$ cat src/rtl/rename_alloc_ctrl_pkg.sv
// Shared definitions for the rename/allocate controller: default sizes and FSM encoding.
package rename_alloc_ctrl_pkg;

  localparam int DEF_ROB_DEPTH      = 16;
  localparam int DEF_GPR_ADDR_WIDTH = 5;
  localparam int DEF_FLUSH_CYCLES   = 2;
  localparam int FLUSH_CNT_W        = 3;

  typedef enum logic {
    RENAME_RUN   = 1'b0,
    RENAME_FLUSH = 1'b1
  } rename_state_e;

endpackage

$ cat src/rtl/rename_alloc_ctrl_rob_ptr_ctr.sv
// Wrapping ROB pointer with synchronous clear (priority) and increment.
module rob_ptr_ctr #(
  parameter int TW = 4
) (
  input  logic          clk,
  input  logic          rst_n,
  input  logic          clr,
  input  logic          inc,
  output logic [TW-1:0] ptr
);

  // ROB depth is a power of two, so natural overflow gives the wrap.
  always_ff @(posedge clk or negedge rst_n) begin
    if (!rst_n)   ptr <= '0;
    else if (clr) ptr <= '0;
    else if (inc) ptr <= ptr + TW'(1);
  end

endmodule

$ cat src/rtl/rename_alloc_ctrl.sv
// Rename/allocate controller: ROB tag allocation, in-order retire, flush recovery sequencing.
module rename_alloc_ctrl
  import rename_alloc_ctrl_pkg::*;
#(
  parameter  int ROB_DEPTH      = DEF_ROB_DEPTH,
  parameter  int GPR_ADDR_WIDTH = DEF_GPR_ADDR_WIDTH,
  parameter  int FLUSH_CYCLES   = DEF_FLUSH_CYCLES,
  localparam int TW             = $clog2(ROB_DEPTH)
) (
  input  logic                      clk,
  input  logic                      rst_n,
  input  logic                      disp_valid,
  input  logic [GPR_ADDR_WIDTH-1:0] disp_dst_addr,
  input  logic                      disp_dst_wen,
  output logic                      disp_ready,
  output logic                      allocate_en,
  output logic [TW-1:0]             rob_alloc_tag_2rat,
  output logic [GPR_ADDR_WIDTH-1:0] rob_alloc_dst_addr_2rat,
  output logic                      rob_alloc_dst_wen_2rat,
  input  logic                      cmt_valid,
  output logic                      commit_en,
  output logic [TW-1:0]             cmt_tag,
  input  logic                      flush,
  output logic [TW:0]               rob_count,
  output logic                      rob_full,
  output logic                      rob_empty
);

  localparam logic [TW:0]            DEPTH_C  = (TW+1)'(ROB_DEPTH);
  localparam logic [FLUSH_CNT_W-1:0] RELOAD_C = FLUSH_CNT_W'(FLUSH_CYCLES - 1);

  rename_state_e          state, state_nxt;
  logic [FLUSH_CNT_W-1:0] flush_cnt, flush_cnt_nxt;
  logic [TW:0]            count;
  logic [TW-1:0]          head, tail;
  logic                   alloc_fire;

  rob_ptr_ctr #(.TW(TW)) u_head (
    .clk   (clk),
    .rst_n (rst_n),
    .clr   (flush),
    .inc   (commit_en),
    .ptr   (head)
  );

  rob_ptr_ctr #(.TW(TW)) u_tail (
    .clk   (clk),
    .rst_n (rst_n),
    .clr   (flush),
    .inc   (alloc_fire),
    .ptr   (tail)
  );

  // Ready depends only on registered state, never on a same-cycle commit.
  assign rob_full   = (count == DEPTH_C);
  assign rob_empty  = (count == '0);
  assign rob_count  = count;
  assign disp_ready = (state == RENAME_RUN) && !rob_full;
  assign alloc_fire = disp_valid && disp_ready && !flush;
  assign commit_en  = cmt_valid && !rob_empty && !flush && (state == RENAME_RUN);

  assign allocate_en             = alloc_fire;
  assign rob_alloc_tag_2rat      = tail;
  assign rob_alloc_dst_addr_2rat = disp_dst_addr;
  // x0 still takes a tag for ordering but never renames.
  assign rob_alloc_dst_wen_2rat  = disp_dst_wen && (disp_dst_addr != '0);
  assign cmt_tag                 = head;

  always_ff @(posedge clk or negedge rst_n) begin
    if (!rst_n)     count <= '0;
    else if (flush) count <= '0;
    else if (alloc_fire && !commit_en) count <= count + (TW+1)'(1);
    else if (!alloc_fire && commit_en) count <= count - (TW+1)'(1);
  end

  always_comb begin
    state_nxt     = state;
    flush_cnt_nxt = flush_cnt;
    if (flush) begin
      state_nxt     = RENAME_FLUSH;
      flush_cnt_nxt = RELOAD_C;
    end else if (state == RENAME_FLUSH) begin
      if (flush_cnt == '0) state_nxt = RENAME_RUN;
      else                 flush_cnt_nxt = flush_cnt - FLUSH_CNT_W'(1);
    end
  end

  always_ff @(posedge clk or negedge rst_n) begin
    if (!rst_n) begin
      state     <= RENAME_RUN;
      flush_cnt <= '0;
    end else begin
      state     <= state_nxt;
      flush_cnt <= flush_cnt_nxt;
    end
  end

endmodule
$ cat config.mk
export PLATFORM = sky130hd
export DESIGN_NAME = rename_alloc_ctrl
export DESIGN_NICKNAME = d
export VERILOG_FILES = /design/src/rtl/rename_alloc_ctrl_pkg.sv /design/src/rtl/rename_alloc_ctrl_rob_ptr_ctr.sv /design/src/rtl/rename_alloc_ctrl.sv
export SDC_FILE = /design/constraint.sdc
export NUM_CORES = 1
export LEC_CHECK = 0
export BUFFER_PORTS_ARGS = -buffer_cell sky130_fd_sc_hd__buf_2
export CAP_MARGIN = 15
export CORE_AREA = 2 2 49 51
export CTS_BUF_LIST = sky130_fd_sc_hd__clkbuf_4 sky130_fd_sc_hd__clkbuf_8 sky130_fd_sc_hd__clkbuf_16
export DETAILED_ROUTE_END_ITERATION = 8
export DIE_AREA = 0 0 51 53
export PLACE_DENSITY = 0.8
export SYNTH_ARGS = -nofsm -noshare
export SYNTH_HDL_FRONTEND = slang
export SYNTH_SLANG_ARGS = --single-unit
$ cat constraint.sdc
create_clock -name clk -period 6.56 [get_ports clk]
set_input_delay 0.328 -clock clk [delete_from_list [all_inputs] [get_ports clk]]
set_output_delay 0.328 -clock clk [all_outputs]
set_load 0.03 [all_outputs]
# Yosys cells after proc, flatten, opt, wreduce, memory -nomap -nowiden
# Cells that the tools add are included.
dict set report totals {
  regBits 17
  in_bits 11
  out_inout_bits 24
  wordCells 48
}
dict set report op_classes {
  add_sub_neg 5
  eq_ne 2
  mux 13
  n_bitwise 1
  n_reduce_logical 22
}
# operator count
set ops {}
lappend ops {{$mux 4} 4}
lappend ops {{$mux 5} 3}
lappend ops {{$logic_and 1x1->1} 9}
lappend ops {{$mux 3} 3}
lappend ops {{$add 4x1->4 const B} 2}
lappend ops {{$reduce_bool 2->1} 3}
lappend ops {{$add 5x1->5 const B} 1}
lappend ops {{$eq 5x5->1 const B} 1}
lappend ops {{$logic_not 1->1} 5}
lappend ops {{$logic_not 5->1} 1}
lappend ops {{$reduce_bool 5->1} 1}
lappend ops {{$sub 5x1->5 const B} 1}
lappend ops {{$logic_not 3->1} 1}
lappend ops {{$mux 1} 3}
lappend ops {{$reduce_bool 3->1} 1}
lappend ops {{$sub 3x1->3 const B} 1}
lappend ops {{$ne 2x2->1 const B} 1}
lappend ops {{$reduce_and 2->1} 1}
lappend ops {{$not 1->1} 1}

# Depth between registers and ports, before layout
dict set report depth {
  word_depth 10
  depth_mapped 10
  depth_no_buf 9
}

# Cells and area by module
# From an unflattened synthesis, not the netlist that was laid out.
dict set report hier_totals {
  hier_cells 103
  area_unflattened_um2 1063.5
}
# module instances cells_each area_each_um2
set by_module_without_submodules {}
lappend by_module_without_submodules {rename_alloc_ctrl 1 71 678.2}
lappend by_module_without_submodules {rob_ptr_ctr 2 16 192.7}

# Worst setup path after synthesis
# No wires, ideal clock.
dict set report synth_path {
  path_type {register to register}
  start {register count[4] (netlist: rob_count[4])}
  end {register count[4] (netlist: rob_count[4])}
  setup_time_ns 0.072
  t_arrival_ns 3.320
  t_required_ns 6.488
  setup_slack_ns 3.168
  stages_incl_launch_ff 11
  path_buffers 1
  period_less_slack_ns 3.392
  path_cell_list {dfrtp_1 > clkbuf_1 > inv_1 > a2111oi_2 > or3_1 > ha_1 > a21o_1 > a21oi_1 > nand3_1 > a211o_1 > nand3_1}
}
dict set report synth_via {
  elab_chain_len 9
  elab_cells_between_ends 20
  cone_classes {add/sub: 2; eq/ne: 1; mux: 3; reduce/logical: 14}
}
# item line
set synth_rtl {}
lappend synth_rtl {{start, declared} rename_alloc_ctrl.sv:34} ;# logic [TW:0] count;
lappend synth_rtl {{start signal, assigned} rename_alloc_ctrl.sv:72} ;# else if (alloc_fire && !commit_en) count <= count + (TW+1)'(1);
lappend synth_rtl {{start signal, assigned} rename_alloc_ctrl.sv:73} ;# else if (!alloc_fire && commit_en) count <= count - (TW+1)'(1);
lappend synth_rtl {{$logic_not 5->1 *} rename_alloc_ctrl.sv:56} ;# assign rob_empty = (count == '0);
lappend synth_rtl {{$logic_not 1->1 *} rename_alloc_ctrl.sv:60} ;# assign commit_en = cmt_valid && !rob_empty && !flush && (state == RENAME_RUN);
lappend synth_rtl {{$logic_and 1x1->1 * (3 in series)} rename_alloc_ctrl.sv:60}
lappend synth_rtl {{net commit_en} rename_alloc_ctrl.sv:21} ;# output logic commit_en,
lappend synth_rtl {{$logic_not 1->1} rename_alloc_ctrl.sv:72}
lappend synth_rtl {{$logic_and 1x1->1} rename_alloc_ctrl.sv:72}
lappend synth_rtl {{$mux 5} rename_alloc_ctrl.sv:72}
lappend synth_rtl {{$mux 5} rename_alloc_ctrl.sv:71} ;# else if (flush) count <= '0;
# Mark *: on every way through the listed nets, which the timed path passes. The rest lies on a longest branch. The select of a mux whose other input is x is not followed.
# A chain may end at the register's enable or synchronous reset.

# Worst setup path in the final report
dict set report layout_path {
  start {register count[1] (netlist: rob_count[1])}
  end {register count[4] (netlist: rob_count[4])}
}
dict set report layout_via {
  elab_chain_len 9
  elab_cells_between_ends 20
  cone_classes {add/sub: 2; eq/ne: 1; mux: 3; reduce/logical: 14}
}
# item
set layout_rtl {}
lappend layout_rtl {{parallel branches: the longest is 9 deep, another holds $sub 5x1->5}}
# Parallel ways; which one is timed is not known. The select of a mux whose other input is x is not followed.

==> results.txt <==
----------------------------------------------------
[Status]
  Run status ... finished clean

[STA]
  Achievable frequency ... 329 MHz
  Worst-margin pin slew ... roughly 830 ps
  Slew Viols, Final ... 0
  RSZ-0062 raised after global routing ... no
  Time the worst path needs with I/O delays and setup ... roughly 3000 ps
  Setup TNS after final layout ... 0 ps
  Setup clock skew after layout ... 8.48 ps
  Relative max-transition margin ... 0.446
  Crit share post-route ... 0.463
  Final number of hold-violating endpoints ... 0
  Post-layout worst setup margin ... about 3500 ps
  # setup viols final ... 0

[Clocking]
  Clk pin slew, worst setup/hold paths ... 110 ps
  Post-CTS sizing ... 0
  Total CTS buffers ... 3
  Root buffer cell ... sky130_fd_sc_hd__clkbuf_4
  Clock insertion delay at the later pin of the skew report ... about 290 ps
  # H-tree levels ... 1
  Number of hold-repair buffers added at the cts stage ... 1
  Clock tree from TritonCTS ... built
  CTS Sinks ... 17
  Postcts setup bufs ... 0
  Number of buffers on the longest clock path ... 2

[Logic synthesis]
  Portion of the post-synthesis area used by sequential elements ... 0.388
  Synth area leader ... sky130_fd_sc_hd__dfrtp_1
  Number of unique standard cell types used by synthesis ... 33
  Syn Area/Cell ... just over 10 um2
  Synthesized net count ... approximately 130
  Cell area after technology mapping ... 1100 um2
  Share of async-settable or async-resettable flops after synthesis ... 1.00
  Largest cells by area after synthesis ... sky130_fd_sc_hd__dfrtp_1 (39%), sky130_fd_sc_hd__ha_1 (9.1%), sky130_fd_sc_hd__nor2_1 (5.8%)
  Synthesized instance count ... 109
  Synth top area share ... 0.388
  Most used DFF post-synth ... sky130_fd_sc_hd__dfrtp_1
  Synthesis-stage register bit count ... 17
  Number of synthesized flops with an enable pin ... 0
  Yosys warning count ... 0

[Global routing]
  Pin count of the biggest net entering global routing ... 22
  Layer with the highest usage ... met2
  Total global routing track utilization ... 0.187
  Antenna violations before repair ... 0
  Met3 global-route usage ... 0.0169
  Vias in the first global route ... 860
  Met2 Usage GRT ... 0.331
  Global-route wire length before repair ... 3710 um
  Met1 usage in global routing ... 0.225
  Remaining global-route overflow ... 0

[Worst setup path]
  Cell-by-cell trace of the critical path ... nor4_4 -> a2111oi_2 -> or3_1 -> fa_1 -> a21o_1 -> a21oi_1 -> nand3_1 -> a211o_1 -> nand3_1
  Max stage delay on crit path ... between 400 and 500 ps
  Startpoint type of the worst setup path ... flip-flop
  CP Data Required Time ... 6800 ps
  Critical path start-end classification ... reg2reg
  Arrival time of the worst setup path ... between 3000 and 4000 ps
  Type of destination of the critical path ... flip-flop
  Cell occurring most often along the worst timing path ... sky130_fd_sc_hd__nand3_1
  Minimum setup slack among reg-to-reg paths ... 3520 ps
  Largest fanout on the critical path ... 10
  Slowest-stage cell, CP ... sky130_fd_sc_hd__dfrtp_1

[Placed design]
  Number of port buffers ... 34
  Detail Placement HPWL ... approximately 1700 um
  Standard cell area after detailed placement ... ~1200 um2
  DP Worst Slack ... 3550 ps
  Cell count after placement ... 163
  Final weighted congestion in routability-driven placement ... 0.766

[Final layout]
  Finished Layout Cells ... 168
  Ant. Diodes ... 0
  Nets@finish ... ~160
  Fraction of layout instances using a drive strength above 1 ... 0.307
  Count of fill cells added during filler insertion ... 191
  Relative area change from synthesis to final layout ... 16.8%
  Fin area ... between 1000 and 1500 um2

[Detailed routing]
  Vias after detailed routing ... between 900 and 1,000
  Routed wire length ... 2270 um
  Final antenna-violating net count ... 0
  Via/cell ratio ... 5.37
  Number of search-and-repair iterations in the first detailed-routing pass ... 4
  DRC marker count from the first detailed-route iteration ... 9
  Drc violations ... 0
  Drt wl/cell ... 13.5 um

[Die]
  Placeable core area ... approximately 2100 um2
  Initial Util ... 0.510
  Width of the die ... 51 um
  Number of rows in the core area ... 17
  Die height ... 53 um
  Die area ... 2700 um2
  Boundary pin count ... 35

[Power]
  Leakage power ... between 0.6 and 0.7 nW
  Largest voltage drop on the vdd net ... 0.209 mV
  Cell area power density ... roughly 340 nW/um2

[Worst hold path]
  Classification of the worst-slack hold path ... in2reg

[Run]
  Number of max-cap violations ... 0

----------------------------------------------------
## power breakdown
part           internal (mW)  switching (mW)
sequential             0.125          0.0298
combinational         0.0885           0.138
clock                 0.0227          0.0338
## flip-flops by register name, summed over array words and instances (netlist names)
| signal | cells |
|---|---|
| u_head.ptr | 4 |
| rob_count | 5 |
| u_tail.ptr | 4 |
| state | 1 |
| flush_cnt | 3 |
## synth_stat cells (3+ instances only)
cell type                 instances
sky130_fd_sc_hd__inv_1            4
sky130_fd_sc_hd__xor2_1           6
sky130_fd_sc_hd__mux2i_1          4
sky130_fd_sc_hd__dfrtp_1         17
sky130_fd_sc_hd__ha_1             8
sky130_fd_sc_hd__nor2_1          17
sky130_fd_sc_hd__buf_4            5
sky130_fd_sc_hd__o21ai_0          3
sky130_fd_sc_hd__xnor2_1          4
sky130_fd_sc_hd__nand3_1          4
sky130_fd_sc_hd__a21oi_1          3
sky130_fd_sc_hd__nand2_1          8
## through the flow
stage	power, mW	utilization	hold slack [ps]
after floorplan	0.324	-	32.4
after global placement	0.367	0.578	269
after detailed placement	0.381	0.578	268
after CTS	0.440	0.596	422
after global routing	0.471	0.596	424
final	0.437	0.596	427
## final timing paths
path / from / cells past startpoint / endpoint
min reg2reg: flush_cnt[1] / 1 / flush_cnt[1]
max: rob_count[1] / 9 / rob_count[4]
max reg2reg: rob_count[1] / 9 / rob_count[4]
min in group asynchronous: rst_n / 2 / u_tail.ptr[0]
max in group asynchronous: rst_n / 2 / state
min: flush / 2 / u_head.ptr[2]
## worst max-delay path: cells and delay by family (launching register included)
kind / cells / cell delay, ps
AO/OA/AOI/OAI: 4 / 950
adder cells (fa/ha/maj): 1 / 440
flip-flops: 1 / 490
AND/OR/NAND/NOR: 4 / 1110
## cells in the final DEF, fill, tap and decap left out, types with 2 or more instances in the layout
| cell type | synthesis | routed |
|---|---|---|
| sky130_fd_sc_hd__or3_1 | 2 | 2 |
| sky130_fd_sc_hd__o21a_1 | 2 | 2 |
| sky130_fd_sc_hd__ha_1 | 8 | 8 |
| sky130_fd_sc_hd__a21oi_1 | 3 | 3 |
| sky130_fd_sc_hd__dfrtp_1 | 17 | 17 |
| sky130_fd_sc_hd__inv_1 | 4 | 4 |
| sky130_fd_sc_hd__xor2_1 | 6 | 6 |
| sky130_fd_sc_hd__xnor2_1 | 4 | 4 |
| sky130_fd_sc_hd__nor2_1 | 17 | 17 |
| sky130_fd_sc_hd__nand3_1 | 4 | 4 |
| sky130_fd_sc_hd__nand2_1 | 8 | 8 |
| sky130_fd_sc_hd__nand2b_1 | 2 | 2 |
| sky130_fd_sc_hd__mux2i_1 | 4 | 4 |
| sky130_fd_sc_hd__buf_2 | 1 | 34 |
| sky130_fd_sc_hd__a21o_1 | 2 | 2 |
| sky130_fd_sc_hd__o21ai_0 | 3 | 3 |
| sky130_fd_sc_hd__nand4_1 | 2 | 2 |
| sky130_fd_sc_hd__clkbuf_4 | 0 | 3 |
## routing by layer
layer  share of wire  vias to the layer above
met4          0.0053                        0
met2            0.51                       26
met3           0.051                        2
li1                -                      437
met5               0                        -
met1            0.43                      437
## final cells by class
type / count / area (um2) / share of cell area
clock buffer: 3 / 22.5 / 0.0176
clock inverter: 1 / 5.00 / 0.00391
inverter: 4 / 15.0 / 0.0117
multi-input combinational: 80 / 597 / 0.466
sequential: 17 / 425 / 0.332
tap: 28 / 35.0 / 0.0274
timing repair buffer: 35 / 180 / 0.141
## logic make-up after synthesis
logic type | after synthesis | share of synthesized area
muxes | 4 | 0.0365
AOI/OAI and AO/OA | 15 | 0.115
xor gates and xnor gates | 10 | 0.0799
buffers and inverters | 12 | 0.0673
DFF | 17 | 0.388
adders and majority gates | 9 | 0.110
and+or+nand+nor | 42 | 0.203
(Power assumes the default switching activity.)
